File: src/rtl/pll_lock_monitor_if.sv
// Observation interface between the PLL core and its lock monitor.
// The PLL side drives the phase-detector bit, the DCO control word and the
// enable; the monitor side returns lock status and per-window statistics.
interface pll_lock_monitor_if;
  logic       enable;
  logic       lead_lag;
  logic [7:0] lambda;
  logic       lock_det;
  logic       win_done;
  logic [7:0] lambda_span;
  logic [7:0] toggle_cnt;
  logic [1:0] state;

  modport master (
    output enable, lead_lag, lambda,
    input  lock_det, win_done, lambda_span, toggle_cnt, state
  );

  modport slave (
    input  enable, lead_lag, lambda,
    output lock_det, win_done, lambda_span, toggle_cnt, state
  );
endinterface

File: src/rtl/pll_lock_monitor.sv
// PLL lock monitor: measures lambda span and lead_lag toggles over fixed
// windows of WIN samples and declares lock after LOCK_WINS consecutive good
// windows. A bad window while locked drops back to ACQUIRE.
module pll_lock_monitor #(
  parameter int WIN       = 64,
  parameter int TOL       = 4,
  parameter int MIN_TOG   = 8,
  parameter int LOCK_WINS = 4
) (
  input  logic             clk_ref,
  input  logic             rst,
  pll_lock_monitor_if.slave mon
);

  typedef enum logic [1:0] {
    IDLE    = 2'd0,
    ACQUIRE = 2'd1,
    LOCKED  = 2'd2
  } state_t;

  localparam logic [7:0] WIN_LAST = 8'(WIN - 1);
  localparam logic [8:0] TOL_L    = 9'(TOL);
  localparam logic [8:0] MIN_L    = 9'(MIN_TOG);
  localparam logic [3:0] LOCK_L   = 4'(LOCK_WINS);

  state_t     state_reg, state_next;
  logic [7:0] wcnt_reg, wcnt_next;
  logic [3:0] good_cnt_reg, good_cnt_next;
  logic [7:0] min_reg, min_next;
  logic [7:0] max_reg, max_next;
  // 9 bits: with WIN = 256 a window can hold 256 toggles
  logic [8:0] tog_reg, tog_next;
  logic       prev_ll_reg, prev_ll_next;
  // Set once the first sample after leaving IDLE has been seen, so that
  // sample never counts as a toggle against a stale prev_ll.
  logic       primed_reg, primed_next;
  logic       lock_det_reg, lock_det_next;
  logic       win_done_reg, win_done_next;
  logic [7:0] span_reg, span_next;
  logic [7:0] tog_out_reg, tog_out_next;

  logic       is_first;
  logic       is_last;
  logic       toggle_now;
  logic [7:0] cur_min, cur_max, win_span;
  logic [8:0] tog_total;
  logic       win_good;

  // Window statistics including the sample presented this cycle
  always_comb begin
    is_first   = (wcnt_reg == 8'd0);
    is_last    = (wcnt_reg == WIN_LAST);
    toggle_now = primed_reg && (mon.lead_lag != prev_ll_reg);
    cur_min    = (is_first || (mon.lambda < min_reg)) ? mon.lambda : min_reg;
    cur_max    = (is_first || (mon.lambda > max_reg)) ? mon.lambda : max_reg;
    win_span   = cur_max - cur_min;
    tog_total  = tog_reg + {8'd0, toggle_now};
    win_good   = ({1'b0, win_span} <= TOL_L) && (tog_total >= MIN_L);
  end

  // Next-state, sampling and window publication
  always_comb begin
    state_next    = state_reg;
    wcnt_next     = wcnt_reg;
    good_cnt_next = good_cnt_reg;
    min_next      = min_reg;
    max_next      = max_reg;
    tog_next      = tog_reg;
    prev_ll_next  = prev_ll_reg;
    primed_next   = primed_reg;
    win_done_next = 1'b0;
    span_next     = span_reg;
    tog_out_next  = tog_out_reg;

    case (state_reg)
      IDLE: begin
        if (mon.enable) begin
          state_next = ACQUIRE;
          wcnt_next  = 8'd0;
        end
      end
      ACQUIRE, LOCKED: begin
        if (!mon.enable) begin
          // Partial window is discarded; published results are kept
          state_next    = IDLE;
          wcnt_next     = 8'd0;
          good_cnt_next = 4'd0;
          min_next      = 8'd0;
          max_next      = 8'd0;
          tog_next      = 9'd0;
          prev_ll_next  = 1'b0;
          primed_next   = 1'b0;
        end else begin
          min_next     = cur_min;
          max_next     = cur_max;
          prev_ll_next = mon.lead_lag;
          primed_next  = 1'b1;
          if (is_last) begin
            wcnt_next     = 8'd0;
            tog_next      = 9'd0;
            win_done_next = 1'b1;
            span_next     = win_span;
            tog_out_next  = tog_total[8] ? 8'hFF : tog_total[7:0];
            if (win_good) begin
              if (state_reg == ACQUIRE) begin
                if (good_cnt_reg + 4'd1 >= LOCK_L) begin
                  good_cnt_next = LOCK_L;
                  state_next    = LOCKED;
                end else begin
                  good_cnt_next = good_cnt_reg + 4'd1;
                end
              end
            end else begin
              good_cnt_next = 4'd0;
              state_next    = ACQUIRE;
            end
          end else begin
            wcnt_next = wcnt_reg + 8'd1;
            tog_next  = tog_total;
          end
        end
      end
      default: begin
        state_next = IDLE;
      end
    endcase

    lock_det_next = (state_next == LOCKED);
  end

  // State and datapath registers with synchronous reset
  always_ff @(posedge clk_ref) begin
    if (rst) begin
      state_reg    <= IDLE;
      wcnt_reg     <= 8'd0;
      good_cnt_reg <= 4'd0;
      min_reg      <= 8'd0;
      max_reg      <= 8'd0;
      tog_reg      <= 9'd0;
      prev_ll_reg  <= 1'b0;
      primed_reg   <= 1'b0;
      lock_det_reg <= 1'b0;
      win_done_reg <= 1'b0;
      span_reg     <= 8'd0;
      tog_out_reg  <= 8'd0;
    end else begin
      state_reg    <= state_next;
      wcnt_reg     <= wcnt_next;
      good_cnt_reg <= good_cnt_next;
      min_reg      <= min_next;
      max_reg      <= max_next;
      tog_reg      <= tog_next;
      prev_ll_reg  <= prev_ll_next;
      primed_reg   <= primed_next;
      lock_det_reg <= lock_det_next;
      win_done_reg <= win_done_next;
      span_reg     <= span_next;
      tog_out_reg  <= tog_out_next;
    end
  end

  assign mon.state       = state_reg;
  assign mon.lock_det    = lock_det_reg;
  assign mon.win_done    = win_done_reg;
  assign mon.lambda_span = span_reg;
  assign mon.toggle_cnt  = tog_out_reg;

endmodule

File: src/flat_wrapper.sv
// flat-port wrapper written by rule: the top's interface ports become plain ports
module pll_lock_monitor_flat 
#(
  parameter int WIN       = 64,
  parameter int TOL       = 4,
  parameter int MIN_TOG   = 8,
  parameter int LOCK_WINS = 4
)
  (clk_ref, rst, mon_enable, mon_lead_lag, mon_lambda, mon_lock_det, mon_win_done, mon_lambda_span, mon_toggle_cnt, mon_state);
  pll_lock_monitor_if mon_i ();
  input  logic clk_ref;
  input  logic rst;
  input wire logic [$bits(mon_i.enable)-1:0] mon_enable;
  input wire logic [$bits(mon_i.lead_lag)-1:0] mon_lead_lag;
  input wire logic [$bits(mon_i.lambda)-1:0] mon_lambda;
  output wire logic [$bits(mon_i.lock_det)-1:0] mon_lock_det;
  output wire logic [$bits(mon_i.win_done)-1:0] mon_win_done;
  output wire logic [$bits(mon_i.lambda_span)-1:0] mon_lambda_span;
  output wire logic [$bits(mon_i.toggle_cnt)-1:0] mon_toggle_cnt;
  output wire logic [$bits(mon_i.state)-1:0] mon_state;
  assign mon_i.enable = mon_enable;
  assign mon_i.lead_lag = mon_lead_lag;
  assign mon_i.lambda = mon_lambda;
  assign mon_lock_det = mon_i.lock_det;
  assign mon_win_done = mon_i.win_done;
  assign mon_lambda_span = mon_i.lambda_span;
  assign mon_toggle_cnt = mon_i.toggle_cnt;
  assign mon_state = mon_i.state;
  pll_lock_monitor #(.WIN(WIN), .TOL(TOL), .MIN_TOG(MIN_TOG), .LOCK_WINS(LOCK_WINS)) u_core (.clk_ref(clk_ref), .rst(rst), .mon(mon_i));
endmodule
File: config.mk
export PLATFORM = sky130hd
export DESIGN_NAME = pll_lock_monitor_flat
export DESIGN_NICKNAME = d
export VERILOG_FILES = /design/src/rtl/pll_lock_monitor_if.sv /design/src/rtl/pll_lock_monitor.sv /design/src/flat_wrapper.sv
export SDC_FILE = /design/constraint.sdc
export NUM_CORES = 1
export LEC_CHECK = 0
export BUFFER_PORTS_ARGS = -buffer_cell sky130_fd_sc_hd__buf_2
export CAP_MARGIN = 20
export CORE_MARGIN = 3
export CORE_UTILIZATION = 45
export DETAILED_ROUTE_END_ITERATION = 8
export GPL_ROUTABILITY_DRIVEN = 0
export MAX_ROUTING_LAYER = met4
export SYNTH_ARGS = -nofsm -noshare
export SYNTH_HDL_FRONTEND = slang
export SYNTH_SLANG_ARGS = --single-unit
File: constraint.sdc
create_clock -name clk_ref -period 7.9 [get_ports clk_ref]
set_input_delay 0.79 -clock clk_ref [delete_from_list [all_inputs] [get_ports clk_ref]]
set_output_delay 0.79 -clock clk_ref [all_outputs]
set_load 0.02 [all_outputs]
# After elaboration in Yosys (flattened, before gate mapping)
# Cells that the tools add are included.
# op_classes
bitwise_logic	2
eq_ne	8
muxes	26
n_reduce_logical	12
order_cmp	5
add_sub_neg	4
# ops
operator	n
$mux 8	8
$mux 4	5
$mux 9	2
$pmux 8 s2	1
$mux 2	6
$add 9x1->9	1
$ge 9x4->1 const B	1
$add 8x1->8 const B	1
$eq 8x6->1 const B	1
$gt 8x8->1	1
$le 8x3->1 const B	1
$logic_not 8->1	1
$lt 8x8->1	1
$sub 8x8->8	1
$reduce_and 3->1	2
$add 4x1->4 const B	1
$eq 2x2->1 const B	2
$ge 4x3->1 const B	1
$pmux 2 s2	1
$mux 1	3
$ne 3x3->1 const B	1
$reduce_or 3->1	1
$eq 2x1->1 const B	1
$logic_and 1x1->1	2
9 further kinds	11
# totals
input_bits	12
register_bits	59
out_inout_bits	20

# Logic depth before layout (Yosys ltp)
# depth
depth_word	11
depth_mapped	20

# Worst setup path after synthesis
# Ideal clock, no wire load.
# synth_timing
path_type	input -> register
from	input mon_lambda[7]
to	register u_core.good_cnt_reg[1]
path_slack_ns	3.143
arrival_time_ns	4.625
setup_time_ns	0.132
path_stages	17
path_cell_list	ha_1 > and4_1 > o31a_4 > and2_1 > nor2_1 > mux2_2 > ha_1 > a21o_1 > a21oi_1 > nor2_1 > nor2_1 > mux2i_1 > nand2_1 > a311oi_4 > nor4b_2 > a221oi_2 > o22ai_1
# synth_via
elab_chain_len	9
word_cells_on_any_way	14
classes_between	add/sub (1); order compare (3); eq/ne (1); mux (5); reduce/logical (4)
# synth_lines
element	line	source
from (decl)	flat_wrapper.sv:15	input wire logic [$bits(mon_i.lambda)-1:0] mon_lambda;
$gt 8x8->1 or $lt 8x8->1 (tied branches)	pll_lock_monitor.sv:55, pll_lock_monitor.sv:54	
$logic_or 1x1->1 (on tied branches)	pll_lock_monitor.sv:55, pll_lock_monitor.sv:54	
$mux 8 (on tied branches)	pll_lock_monitor.sv:55, pll_lock_monitor.sv:54	
$sub 8x8->8 *	pll_lock_monitor.sv:56	win_span = cur_max - cur_min;
$le 8x3->1 *	pll_lock_monitor.sv:58	win_good = ({1'b0, win_span} <= TOL_L) && (tog_total >= MIN_L);
$logic_and 1x1->1 *	pll_lock_monitor.sv:58	
$mux 4	pll_lock_monitor.sv:104	if (win_good) begin
$mux 4	pll_lock_monitor.sv:98	if (is_last) begin
$mux 4	pll_lock_monitor.sv:83	if (!mon.enable) begin
to (signal assigned)	pll_lock_monitor.sv:149	good_cnt_reg <= good_cnt_next;
to (decl)	pll_lock_monitor.sv:28	logic [3:0] good_cnt_reg, good_cnt_next;
# Every way passes the cells marked *; elsewhere a longest branch is shown, timed or not. The select of a mux whose other input is x is not followed.
# A chain may end at the register's enable or synchronous reset.

# Final worst setup path
# layout_timing
from	input mon_lambda[5]
to	register u_core.good_cnt_reg[1]
# The elaborated chain is that of the path after synthesis.

==> results.ini <==
[floorplan]
rows=33
fp.dieH_um=98.5
die_area_mm2=0.00971
initial_core_util_pct=46.7
ioPinCount=32
core_area_mm2=0.00826
die_w_um=98.5

[synth]
synth_edf_count=0
synthAdderAreaFrac_pct=10.3
yosys_warnings=0
synth_async_sr_flop_share_pct=0
synth_top_area_cell=dfxtp_1
yosys.area_share.simple_pct=24.1
synth_top_family_by_area=compound AO/OA/AOI/OAI gates
synth.mux.area_fraction_pct=2.27
synth_top_area_share_pct=30.7
synth_xor_area_share_pct=2.73
synth_area_leaders=dfxtp_1, ha_1, nor2_1
synth_cell_types=67
netlist_area_mm2=0.00385
yosysMostFrequentCell=nor2_1
synthesis.nets=519
netlist_instances=476
ys_seq_area_share_pct=30.7
synth_compound_area_share_pct=25.2
ys_ff_latch=59
syn_avg_cell_area_um2=8.09
yosys-top-cells-count=nor2_1, dfxtp_1, a21oi_1
synth_ff_type=dfxtp_1

[route]
route.final.wire_length_um=9840
ant_nets=0
routed_via_density=5.69
routedWlPerCell_um=16.1
drc_errors=0
num_vias=3474
first_pass_iters=5
drt_iter0_markers=239

[timing]
max_freq_mhz=195
maxSlewViolCount=0
grt_setup_unrepaired=no
period_needed_ps=5140
setup_tns_ps=0
setup_viol_count_final=0
maxSlewHeadroom_pct=33.3
skew_ps=9.37
hold_viol=0
finalCritPeriodShare_pct=65.0
worstMarginPinSlew_ps=996

[finish]
diodes=0
final_layout_size_suffix_gt1_share_pct=15.4
largest_reg_flops=9
design_area_mm2=0.00427
syn2layout_area_growth_pct=10.8
final_core_util_pct=51.7
fin_nets=544

[pwr]
internal_power_mw=0.513
p_total_mw=0.735
power.leakage_nw=1.67
ir_drop_uv=103
switchingPower_mw=0.222
p_clk_share_pct=37.7
switching_share_pct=30.2
pwr-share-seq_pct=41.6
pwr-share-comb_pct=20.7
powerDensity_mw_per_mm2=172

[setup_path]
critPathCaptureType=flop
critPathMostFrequentCell=nor2_1
startpoint_type=primary input
worstSetupPathType=in -> reg
worstPathRequired_ps=8110
crit_chain=buf_2 > ha_1 > a211oi_2 > nor2_1 > o31a_4 > and2_1 > nor2_1 > mux2_2 > ha_1 > a21o_1 > a21oi_1 > nor2_1 > nor2_1 > mux2i_1 > nand2_1 > a311oi_4 > nor4b_2 > a221oi_2 > o22ai_1
crit_slowest_cell=nor2_1
cp_top_family=compound AO/OA/AOI/OAI gates
arrival_ps=5340
critPathBufInv=1
cpPeakStageDelay_ps=650
crit_fanout=9

[placed_design]
io_buffers=31
dp.final_hpwl_um=7240
place_area_mm2=0.00407

[clock_tree]
root_buffer=clkbuf_8
tritoncts=yes
ctsHoldBuffers=0
cts_max_path_buffers=2
insertion_delay_ps=340
numCtsBuffers=9
cts_resized=0
cts_sinks=59
postCtsSetupBuffers=0
clk_pin_slew_ps=70
h-tree-depth=3

[grt]
grt.overflow.total=0
grt_pass1_wl_um=16600
antenna_found_initial=0
grt_start_max_net_pins=59
grt_pass1_vias=3208
grt_use_total_pct=21.8

[outcome]
status=finished, final reports clean

[worst_hold_path]
hold_path.class=reg -> reg

[run]
cap_violations=0

[cells in the final DEF (no fill, tap or decap), types with 3 or more instances in the layout]
| master | count |
|---|---|
| clkbuf_8 | 10 |
| o21ai_0 | 15 |
| and3_1 | 7 |
| nand2b_1 | 3 |
| dfxtp_1 | 59 |
| o32ai_2 | 3 |
| buf_2 | 31 |
| nor2b_1 | 4 |
| mux2_2 | 6 |
| nand3_1 | 8 |
| xnor2_1 | 8 |
| a31oi_1 | 4 |
| xor2_1 | 4 |
| nand4_1 | 3 |
| a211oi_1 | 8 |
| nand2_1 | 39 |
| o21a_1 | 4 |
| o21ai_1 | 4 |
| nor3_1 | 16 |
| nor2_1 | 90 |
| a21o_1 | 6 |
| and2_1 | 3 |
| inv_1 | 26 |
| ha_1 | 30 |
| a21oi_1 | 40 |
| a22oi_1 | 14 |
[final cells by class]
cell class                 instances  area (µm²)
inverter                          27         101
clock inverter                     4        50.0
tap                              105         131
sequential                        59        1180
clock buffer                      12         145
fill                             823        3990
multi-input combinational        371        2490
timing repair buffer              33         170
[power groups by stage]
stage | combinational (mW) | sequential, mW | clock [mW]
finish | 0.152 | 0.306 | 0.277
global placement | 0.150 | 0.312 | 0
floorplan | 0.115 | 0.312 | 0
detailed placement | 0.150 | 0.312 | 0
CTS | 0.151 | 0.306 | 0.284
global route | 0.168 | 0.306 | 0.299
[layer usage]
layer / vias to the layer above / global-route usage (%) / share of wire, %
li1: 1748 / - / -
met1: 1609 / 31.3 / 49
met2: 108 / 30.9 / 44
met3: 9 / 4.95 / 6.5
met4: 0 / 5.57 / 0.82
met5: - / - / 0
[stage by stage]
stage               hold slack [ps]  std cells  setup WS [ps]
floorplan                       441        476           3140
global placement                446        595           2550
detailed placement              454        595           2480
CTS                             463        611           2820
global route                    489        611           2480
finish                          458        611           2760
[logic make-up (layout without fill, tap and decap cells)]
group / Yosys count / after routing
AND/OR/NAND/NOR: 193 / 193
AO/OA/AOI/OAI: 127 / 127
flip-flops: 59 / 59
buffers and inverters: 46 / 76
adder cells (fa/ha/maj): 31 / 31
XOR/XNOR: 12 / 12
multiplexers: 8 / 8
[worst paths after layout]
check,startpoint,endpoint,slack [ps],cells past startpoint
worst max register to register,u_core.max_reg[7],u_core.good_cnt_reg[1],2900,18
worst min register to register,u_core.mon.toggle_cnt[7],u_core.mon.toggle_cnt[7],460,2
worst min-delay path,u_core.mon.toggle_cnt[7],u_core.mon.toggle_cnt[7],460,2
worst max-delay path,mon_lambda[5],u_core.good_cnt_reg[1],2760,19
[worst reg2reg max path: stages (launching register included)]
cell and delay (ps):
dfxtp_1 370, inv_1 100, ha_1 290, and4_1 230, o31a_4 370, and2_1 200
nor2_1 650, mux2_2 430, ha_1 330, a21o_1 220, a21oi_1 150, nor2_1 50
nor2_1 180, mux2i_1 220, nand2_1 100, a311oi_4 330, nor4b_2 100, a221oi_2 390
o22ai_1 150
No activity file was read; power rests on OpenSTA's default activity.
